<file path="config.mk">
export PLATFORM = sky130hd
export DESIGN_NAME = interrupt_controller_flat
export DESIGN_NICKNAME = d
export VERILOG_FILES = /design/src/rtl/intc_pkg.sv /design/src/rtl/interrupt_controller_if.sv /design/src/rtl/intc_edge_detect.sv /design/src/rtl/interrupt_controller.sv /design/src/flat_wrapper.sv
export SDC_FILE = /design/constraint.sdc
export NUM_CORES = 1
export LEC_CHECK = 0
export ABC_AREA = 1
export BUFFER_PORTS_ARGS = -buffer_cell sky130_fd_sc_hd__clkbuf_2
export CAP_MARGIN = 20
export CORE_MARGIN = 3
export CORE_UTILIZATION = 55
export CTS_CLUSTER_SIZE = 24
export DETAILED_ROUTE_END_ITERATION = 6
export PLACE_DENSITY = 0.77
export SLEW_MARGIN = 20
export SYNTH_ARGS = -nofsm -noshare
export SYNTH_HDL_FRONTEND = slang
export SYNTH_SLANG_ARGS = --single-unit
export TNS_END_PERCENT = 50
</file>
<file path="constraint.sdc">
create_clock -name clk -period 3.7 [get_ports clk]
set_clock_uncertainty 0.1 [all_clocks]
set_input_delay 0.185 -clock clk [delete_from_list [all_inputs] [get_ports clk]]
set_output_delay 0.185 -clock clk [all_outputs]
set_load 0.005 [all_outputs]
</file>
<file path="src/rtl/intc_pkg.sv">
// Shared definitions for the interrupt controller: FSM encoding, default sizing
// and the width-derivation helpers used by the top, its interface and sub-module.
package intc_pkg;

    typedef enum logic [1:0] {
        IDLE       = 2'b00,
        ASSERT     = 2'b01,
        IN_SERVICE = 2'b10
    } state_t;

    localparam int DEF_NUM_SRC      = 4;
    localparam int DEF_PULSE_CYCLES = 2;

    // Source ID width: clog2 of the source count, never narrower than one bit.
    function automatic int id_width(input int num_src);
        return (num_src <= 2) ? 1 : $clog2(num_src);
    endfunction

    function automatic int cnt_width(input int pulse_cycles);
        return $clog2(pulse_cycles + 1);
    endfunction

endpackage

</file>
<file path="src/rtl/interrupt_controller_if.sv">
// Request/mask/RTI inputs and interrupt status outputs of interrupt_controller.
// master = processor/requester side, slave = the controller.
interface interrupt_controller_if
    import intc_pkg::*;
#(
    parameter int NUM_SRC = DEF_NUM_SRC,
    parameter int ID_W    = id_width(DEF_NUM_SRC)
);

    logic [NUM_SRC-1:0] irq;
    logic               mask_we;
    logic [NUM_SRC-1:0] mask_in;
    logic               rti;
    logic               intr;
    logic [ID_W-1:0]    irq_id;
    logic               in_service;
    logic [NUM_SRC-1:0] pending;

    modport master (
        output irq, mask_we, mask_in, rti,
        input  intr, irq_id, in_service, pending
    );

    modport slave (
        input  irq, mask_we, mask_in, rti,
        output intr, irq_id, in_service, pending
    );

endinterface

</file>
<file path="src/rtl/intc_edge_detect.sv">
// Per-line rising-edge detector producing a one-cycle rise vector.
// Define INT_SYNC_EN to insert a two-flop synchronizer ahead of the edge register.
module intc_edge_detect #(
    parameter int NUM_SRC = 4
) (
    input  logic               clk,
    input  logic               rst,
    input  logic [NUM_SRC-1:0] irq,
    output logic [NUM_SRC-1:0] rise
);

    logic [NUM_SRC-1:0] irq_s;
    logic [NUM_SRC-1:0] irq_q;

`ifdef INT_SYNC_EN
    localparam int PRIME_EDGES = 3;

    logic [NUM_SRC-1:0] sync1;
    logic [NUM_SRC-1:0] sync2;

    always_ff @(posedge clk) begin
        if (!rst) begin
            sync1 <= '0;
            sync2 <= '0;
        end else begin
            sync1 <= irq;
            sync2 <= sync1;
        end
    end

    assign irq_s = sync2;
`else
    localparam int PRIME_EDGES = 1;

    assign irq_s = irq;
`endif

    // Edges are suppressed until the pipeline has sampled real line levels, so a
    // line already high across reset release is not mistaken for a new request.
    logic [1:0] prime_cnt;
    logic       primed;

    assign primed = (prime_cnt == 2'(PRIME_EDGES));

    always_ff @(posedge clk) begin
        if (!rst) begin
            irq_q     <= '0;
            prime_cnt <= '0;
        end else begin
            irq_q <= irq_s;
            if (!primed) prime_cnt <= prime_cnt + 2'd1;
        end
    end

    assign rise = primed ? (irq_s & ~irq_q) : '0;

endmodule

</file>
<file path="src/rtl/interrupt_controller.sv">
// Fixed-priority interrupt controller: latches request edges, masks, arbitrates
// lowest index first and drives a stretched interrupt pulse. Optional macro: INT_SYNC_EN.
module interrupt_controller
    import intc_pkg::*;
#(
    parameter int NUM_SRC      = DEF_NUM_SRC,
    parameter int ID_W         = id_width(NUM_SRC),
    parameter int PULSE_CYCLES = DEF_PULSE_CYCLES
) (
    input  logic                   clk,
    input  logic                   rst,
    interrupt_controller_if.slave  bus
);

    localparam int               CNT_W    = cnt_width(PULSE_CYCLES);
    localparam logic [CNT_W-1:0] CNT_LOAD = CNT_W'(PULSE_CYCLES - 1);

    state_t             state;
    logic [NUM_SRC-1:0] mask;
    logic [NUM_SRC-1:0] pending;
    logic [NUM_SRC-1:0] rise;
    logic [NUM_SRC-1:0] eligible;
    logic [NUM_SRC-1:0] grant;
    logic [NUM_SRC-1:0] take;
    logic [ID_W-1:0]    winner;
    logic [CNT_W-1:0]   cnt;
    logic               intr;
    logic               in_service;
    logic [ID_W-1:0]    irq_id;

    intc_edge_detect #(
        .NUM_SRC (NUM_SRC)
    ) u_edge_detect (
        .clk  (clk),
        .rst  (rst),
        .irq  (bus.irq),
        .rise (rise)
    );

    assign eligible = pending & ~mask;

    // NOTE: every always_comb output gets a default before any conditional
    // assignment; otherwise unassigned paths infer latches.
    always_comb begin
        winner = '0;
        grant  = '0;
        for (int i = NUM_SRC - 1; i >= 0; i--) begin
            if (eligible[i]) begin
                winner   = ID_W'(i);
                grant    = '0;
                grant[i] = 1'b1;
            end
        end
    end

    assign take = (state == IDLE) ? grant : '0;

    // NOTE: sequential state uses non-blocking assignments so every flop
    // samples pre-edge values regardless of statement order.
    always_ff @(posedge clk) begin
        if (!rst) begin
            state      <= IDLE;
            mask       <= '0;
            pending    <= '0;
            cnt        <= '0;
            intr       <= 1'b0;
            in_service <= 1'b0;
            irq_id     <= '0;
        end else begin
            if (bus.mask_we) mask <= bus.mask_in;
            // Clearing the granted bit first lets a same-cycle edge on it win.
            pending <= (pending & ~take) | rise;

            case (state)
                IDLE: begin
                    if (|eligible) begin
                        state      <= ASSERT;
                        intr       <= 1'b1;
                        in_service <= 1'b1;
                        irq_id     <= winner;
                        cnt        <= CNT_LOAD;
                    end
                end
                ASSERT: begin
                    if (cnt == '0) begin
                        state <= IN_SERVICE;
                        intr  <= 1'b0;
                    end else begin
                        cnt <= cnt - 1'b1;
                    end
                end
                IN_SERVICE: begin
                    if (bus.rti) begin
                        state      <= IDLE;
                        in_service <= 1'b0;
                    end
                end
                default: begin
                    state      <= IDLE;
                    intr       <= 1'b0;
                    in_service <= 1'b0;
                end
            endcase
        end
    end

    assign bus.intr       = intr;
    assign bus.in_service = in_service;
    assign bus.irq_id     = irq_id;
    assign bus.pending    = pending;

endmodule

</file>
<file path="src/flat_wrapper.sv">
// flat-port wrapper written by rule: the top's interface ports become plain ports
module interrupt_controller_flat import intc_pkg::*;
#(
    parameter int NUM_SRC      = DEF_NUM_SRC,
    parameter int ID_W         = id_width(NUM_SRC),
    parameter int PULSE_CYCLES = DEF_PULSE_CYCLES
)
  (clk, rst, bus_irq, bus_mask_we, bus_mask_in, bus_rti, bus_intr, bus_irq_id, bus_in_service, bus_pending);
  interrupt_controller_if #(.NUM_SRC(NUM_SRC), .ID_W(ID_W)) bus_i ();
  input  logic clk;
  input  logic rst;
  input wire logic [$bits(bus_i.irq)-1:0] bus_irq;
  input wire logic [$bits(bus_i.mask_we)-1:0] bus_mask_we;
  input wire logic [$bits(bus_i.mask_in)-1:0] bus_mask_in;
  input wire logic [$bits(bus_i.rti)-1:0] bus_rti;
  output wire logic [$bits(bus_i.intr)-1:0] bus_intr;
  output wire logic [$bits(bus_i.irq_id)-1:0] bus_irq_id;
  output wire logic [$bits(bus_i.in_service)-1:0] bus_in_service;
  output wire logic [$bits(bus_i.pending)-1:0] bus_pending;
  assign bus_i.irq = bus_irq;
  assign bus_i.mask_we = bus_mask_we;
  assign bus_i.mask_in = bus_mask_in;
  assign bus_i.rti = bus_rti;
  assign bus_intr = bus_i.intr;
  assign bus_irq_id = bus_i.irq_id;
  assign bus_in_service = bus_i.in_service;
  assign bus_pending = bus_i.pending;
  interrupt_controller #(.NUM_SRC(NUM_SRC), .ID_W(ID_W), .PULSE_CYCLES(PULSE_CYCLES)) u_core (.clk(clk), .rst(rst), .bus(bus_i));
endmodule
</file>
# Word-level counts from Yosys, hierarchy flattened
# Index checks and enable logic that the tools add are counted.
# classes
add_sub_neg	2
eq_ne	7
muxes	21
bitwise_logic	9
reduce_logical	9
# op_table
op	count
4-bit 2-to-1 mux	6
2-bit 2-to-1 mux	8
4-bit bitwise AND	3
4-bit inverter	3
3-bit AND reduction	4
2-bit != test, second input constant	3
1-bit one-hot mux with 3 select lines	2
2-bit one-hot mux with 3 select lines	1
2-bit by 1-bit equality test with 1-bit output, second input constant	2
2-bit logical NOT	2
4-bit OR	1
2-bit one-hot mux with 2 select lines	1
4-bit OR reduction	1
1-bit 2-to-1 mux	3
2-bit by 1-bit adder with 2-bit output, second input constant	1
2-bit equality test, second input constant	1
2-bit by 1-bit != test with 1-bit output, second input constant	1
1-bit inverter	2
2-bit AND reduction	1
2-bit nonzero test	1
2-bit by 1-bit subtractor with 2-bit output, second input constant	1
# totals
regBits	22
elab_cells	57

# Longest topological paths before layout
# logic_depth
depth_word	10
depth_mapped	8
ltp_nobuf	8

# Cells and area by module
# Synthesis repeated with hierarchy kept, for this count alone.
# hier_totals
hier_cells	134
area_unflattened_um2	974.7
# by_module_without_submodules
mod	n_inst	cells_per_inst	area_per_inst_um2	seq_area_each_um2
interrupt_controller	1	100	732.0	320.3
intc_edge_detect	1	34	242.7	120.1

# Worst setup path after synthesis
# OpenSTA, ideal clock, no wires.
# synth_timing
path_type	register to register
start	register u_core.cnt[1]
end	register u_core.cnt[1]
setup_ns	0.068
arrival_time_ns	1.009
required_ns	3.532
path_slack_ns	2.523
stages_incl_launch_ff	7
n_path_buf	0
period_less_slack_ns	1.177
path_cell_list	dfxtp_1 > inv_1 > ha_1 > inv_1 > nand2_2 > or2_1 > a21oi_2
# synth_between
elab_chain_cells	3
# synth_rtl
item	line_no	rtl
start, declared	interrupt_controller.sv:26	logic [CNT_W-1:0] cnt;
start signal, assigned	interrupt_controller.sv:89	cnt <= cnt - 1'b1;
2-bit by 1-bit subtractor with 2-bit output / 2-bit logical NOT (equally long branches)	interrupt_controller.sv:89, interrupt_controller.sv:85	
2-bit 2-to-1 mux / 2-bit != test (equally long branches)	-	
2-bit one-hot mux with 2 select lines / 3-bit AND reduction (equally long branches)	-	
# Several ways; a longest one is shown, not always the timed one. The select of a mux whose other input is x is not followed.
# A chain may end at the register's enable or synchronous reset.

# Worst setup path after layout
# layout_timing
start	register u_core.state[1]
end	register u_core.cnt[1]
# layout_between
elab_chain_cells	3
# layout_rtl
item	line_no	rtl
start, declared	interrupt_controller.sv:18	state_t state;
start signal, assigned	interrupt_controller.sv:62	state <= IDLE;
start signal, assigned	interrupt_controller.sv:77	state <= ASSERT;
start signal, assigned	interrupt_controller.sv:86	state <= IN_SERVICE;
2-bit by 1-bit equality test with 1-bit output / 2-bit logical NOT (equally long branches)	interrupt_controller.sv:74	case (state)
2-bit != test (no source line) / 2-bit nonzero test (equally long branches)	-	
3-bit AND reduction (no source line)	-	
# Several ways; a longest one is shown, not always the timed one.

==> flow_summary.json <==
{
  "dieArea_um2": 2180,
  "core-area_um2": 1540,
  "arrival_ns": 1.44,
  "synth_area_leader_cell": "dfxtp_1",
  "cp-end-kind": "register",
  "drive_gt1_share_pct": 23.4,
  "regToRegSetupSlack_ns": 2.41,
  "period_share_pct": 34.8,
  "finalWirelength_mm": 1.74,
  "grt_first_pass_wirelength_mm": 2.71,
  "grt_use_total_pct": 18.4,
  "hold-path-endpoint": "u_core.state[1]$_SDFFE_PN0P_",
  "r2r_end": "u_core.cnt[1]$_SDFFE_PN0P_",
  "n_antenna_cell": 0,
  "cp_max_fo": 6,
  "yosys_warnings": 0,
  "timing.fmax_mhz": 778,
  "drt-pass1-iter-count": 4,
  "wl_per_cell_um": 11.1,
  "relSlewSlack_pct": 73.3,
  "synth.area.top_cells": "dfxtp_1 (48%), a21oi_1 (8.8%), inv_1 (8.6%)",
  "antenna_found_initial": 0,
  "p_total_w": 0.000697,
  "synth_edf_count": 0,
  "timing.final.hold_violations": 0,
  "root_buffer": "clkbuf_4",
  "seqCellArea_um2": 440,
  "clk_latency_ns": 0.31,
  "vias_per_cell": 5.06,
  "maxCapViolations": 0,
  "tns_ns": 0,
  "htreeDepth": 1,
  "ys_ff_latch": 22,
  "dpl.hpwl_mm": 1.32,
  "fin_crit_ns": 1.29,
  "portBuffers": 19,
  "fill_cells": 135,
  "rr_worst_depth": 7,
  "synth_top_area_share_pct": 48.3,
  "holdPathStages": 3,
  "switching_share_pct": 36.3,
  "numClockSinks": 22,
  "syn-cell-area_um2": 912,
  "async_reset_ff_share_pct": 0,
  "die_h_um": 46.7,
  "hp-start": "bus_rti",
  "grt.overflow.total": 0,
  "switching_power_w": 0.000253,
  "finalSetupViolCount": 0,
  "final_cell_count_no_fill": 157,
  "grt_max_degree": 13,
  "place.gp.congestion": 0.747,
  "drt_iter0_markers": 11,
  "drv_slew": 0,
  "cp_slowest_cell": "dfxtp_1",
  "postSynthCellCount": 116,
  "worst_ir_drop_vdd_uv": 389,
  "cts_tree": "built",
  "ys_seq_area_share_pct": 48.3,
  "r2r_start": "u_core.state[1]$_SDFFE_PN0P_",
  "placed_cells": 149,
  "cts_made_buffers": 3,
  "hold_class": "in -> reg",
  "vias": 795,
  "avgSynthCellArea_um2": 7.86,
  "p_int_w": 0.000444,
  "drc": 0,
  "crit_path_start_kind": "register",
  "cp_cell_sequence": "nor2_4, nand2_2, nor2_4, nand2_4, nand2_4, nand3_2, a21oi_2",
  "hold_slack_ns": 0.0495,
  "rows": 14,
  "cpPeakStageDelay_ns": 0.39,
  "pwr-share-comb_pct": 35.8,
  "postRouteAntennaNets": 0,
  "yosysMostFrequentCell": "dfxtp_1",
  "power_frac_seq_pct": 45.4,
  "grt_pass1_vias": 675,
  "synth_common_cells": "dfxtp_1 (22), inv_1 (21), nand2_1 (20)",
  "clkTransAtPathRegs_ns": 0.11,
  "synth_fp_nets": 130,
  "power_density_nw_per_um2": 636,
  "synthFlopType": "dfxtp_1",
  "path_class": "reg -> reg",
  "rsz0062_at_grt": "false",
  "post_cts_buffers": 0,
  "p_clk_share_pct": 18.8,
  "multi_input_area_um2": 385,
  "cp.required_ns": 3.85,
  "status": "finished, final reports clean",
  "fp.dieW_um": 46.7,
  "p_leak_nw": 0.536,
  "worstMarginPinSlew_ns": 0.401,
  "start_util_pct": 59.2,
  "final_util_pct": 71.1,
  "clock_path_buffers": 2,
  "area_growth_pct": 20.2,
  "ys_types": 18,
  "io_pins": 20,
  "nets": 156
}
worst max-delay path, delay by kind of cell (launching register included):
kind / cells / cell delay, ns
compound gates: 1 / 0.11
flops: 1 / 0.39
simple gates: 6 / 0.63
sequential cells by signal, summed over array words and instances (netlist names):
register / cells
u_core.cnt: 2
u_core.mask: 4
u_core.bus.pending: 4
u_core.u_edge_detect.prime_cnt: 2
u_core.u_edge_detect.irq_q: 4
u_core.bus.in_service: 1
u_core.state: 2
u_core.bus.intr: 1
u_core.bus.irq_id: 2
power groups by stage:
stage	sequential [W]	clock, W	combinational (W)
finish	0.000317	0.000131	0.000250
global route	0.000323	0.000145	0.000289
CTS	0.000317	0.000137	0.000254
detailed placement	0.000322	0	0.000249
global placement	0.000319	0	0.000240
floorplan	0.000319	0	0.000187
metal layers:
layer	vias to the layer above	wire length [um]	global-route usage, %
met2	15	838	29.9
met5	-	0	0
met4	0	48	11.6
li1	420	-	-
met3	5	70	3.52
met1	355	787	22.2
through the flow:
| stage | setup WS (ns) | area (um^2) |
|---|---|---|
| 5_1_grt | 2.28 | 1100 |
| 6_report | 2.41 | 1100 |
| 4_1_cts | 2.41 | 1100 |
| 3_3_place_gp | 2.47 | 1020 |
| 2_1_floorplan | 2.52 | 912 |
| 3_5_place_dp | 2.44 | 1020 |
kinds of logic (layout without fill, tap and decap cells):
| kind of cell | after synthesis | after routing | synth area share (%) |
|---|---|---|---|
| flops | 22 | 22 | 48.3 |
| fa+ha+maj | 2 | 2 | 2.74 |
| buf+inv | 23 | 48 | 9.47 |
| simple gates | 39 | 39 | 22.1 |
| compound gates | 30 | 30 | 17.4 |
worst max-delay path by stage:
stage | startpoint | end | slack, ns | depth (start not counted)
2_1_floorplan | u_core.cnt[1]$_SDFFE_PN0P_ | u_core.cnt[1]$_SDFFE_PN0P_ | 2.52 | 6
3_3_place_gp | u_core.state[1]$_SDFFE_PN0P_ | u_core.bus.pending[2]$_SDFF_PN0_ | 2.47 | 6
3_5_place_dp | u_core.state[1]$_SDFFE_PN0P_ | u_core.bus.pending[2]$_SDFF_PN0_ | 2.44 | 6
4_1_cts | u_core.state[1]$_SDFFE_PN0P_ | u_core.cnt[1]$_SDFFE_PN0P_ | 2.41 | 7
5_1_grt | u_core.state[1]$_SDFFE_PN0P_ | u_core.bus.pending[3]$_SDFF_PN0_ | 2.28 | 6
6_report | u_core.state[1]$_SDFFE_PN0P_ | u_core.cnt[1]$_SDFFE_PN0P_ | 2.41 | 7
layout make-up:
| cell class | instances | share of cell area (%) |
|---|---|---|
| inverter | 21 | 7.19 |
| timing repair buffer | 23 | 12.3 |
| sequential | 22 | 40.2 |
| clock buffer | 4 | 3.31 |
| multi-input combinational | 71 | 35.2 |
| tap | 16 | 1.83 |
timing repair:
action	CTS	global route
endpoints found under the hold margin	7	0
resized for setup	0	0
setup endpoints to repair	0	0
hold buffers	4	0
layout by cell type, fill, tap and decap left out, types with 3 or more instances in the layout:
cell / synthesis / final
dfxtp_1: 22 / 22
inv_1: 21 / 21
nand2_1: 20 / 20
clkbuf_2: 0 / 19
a21oi_1: 16 / 16
o21ai_0: 11 / 11
nand3_1: 4 / 4
nor2_1: 4 / 4
dlygate4sd3_1: 0 / 4
clkbuf_4: 0 / 3
Power figures use the tool's default switching activity.
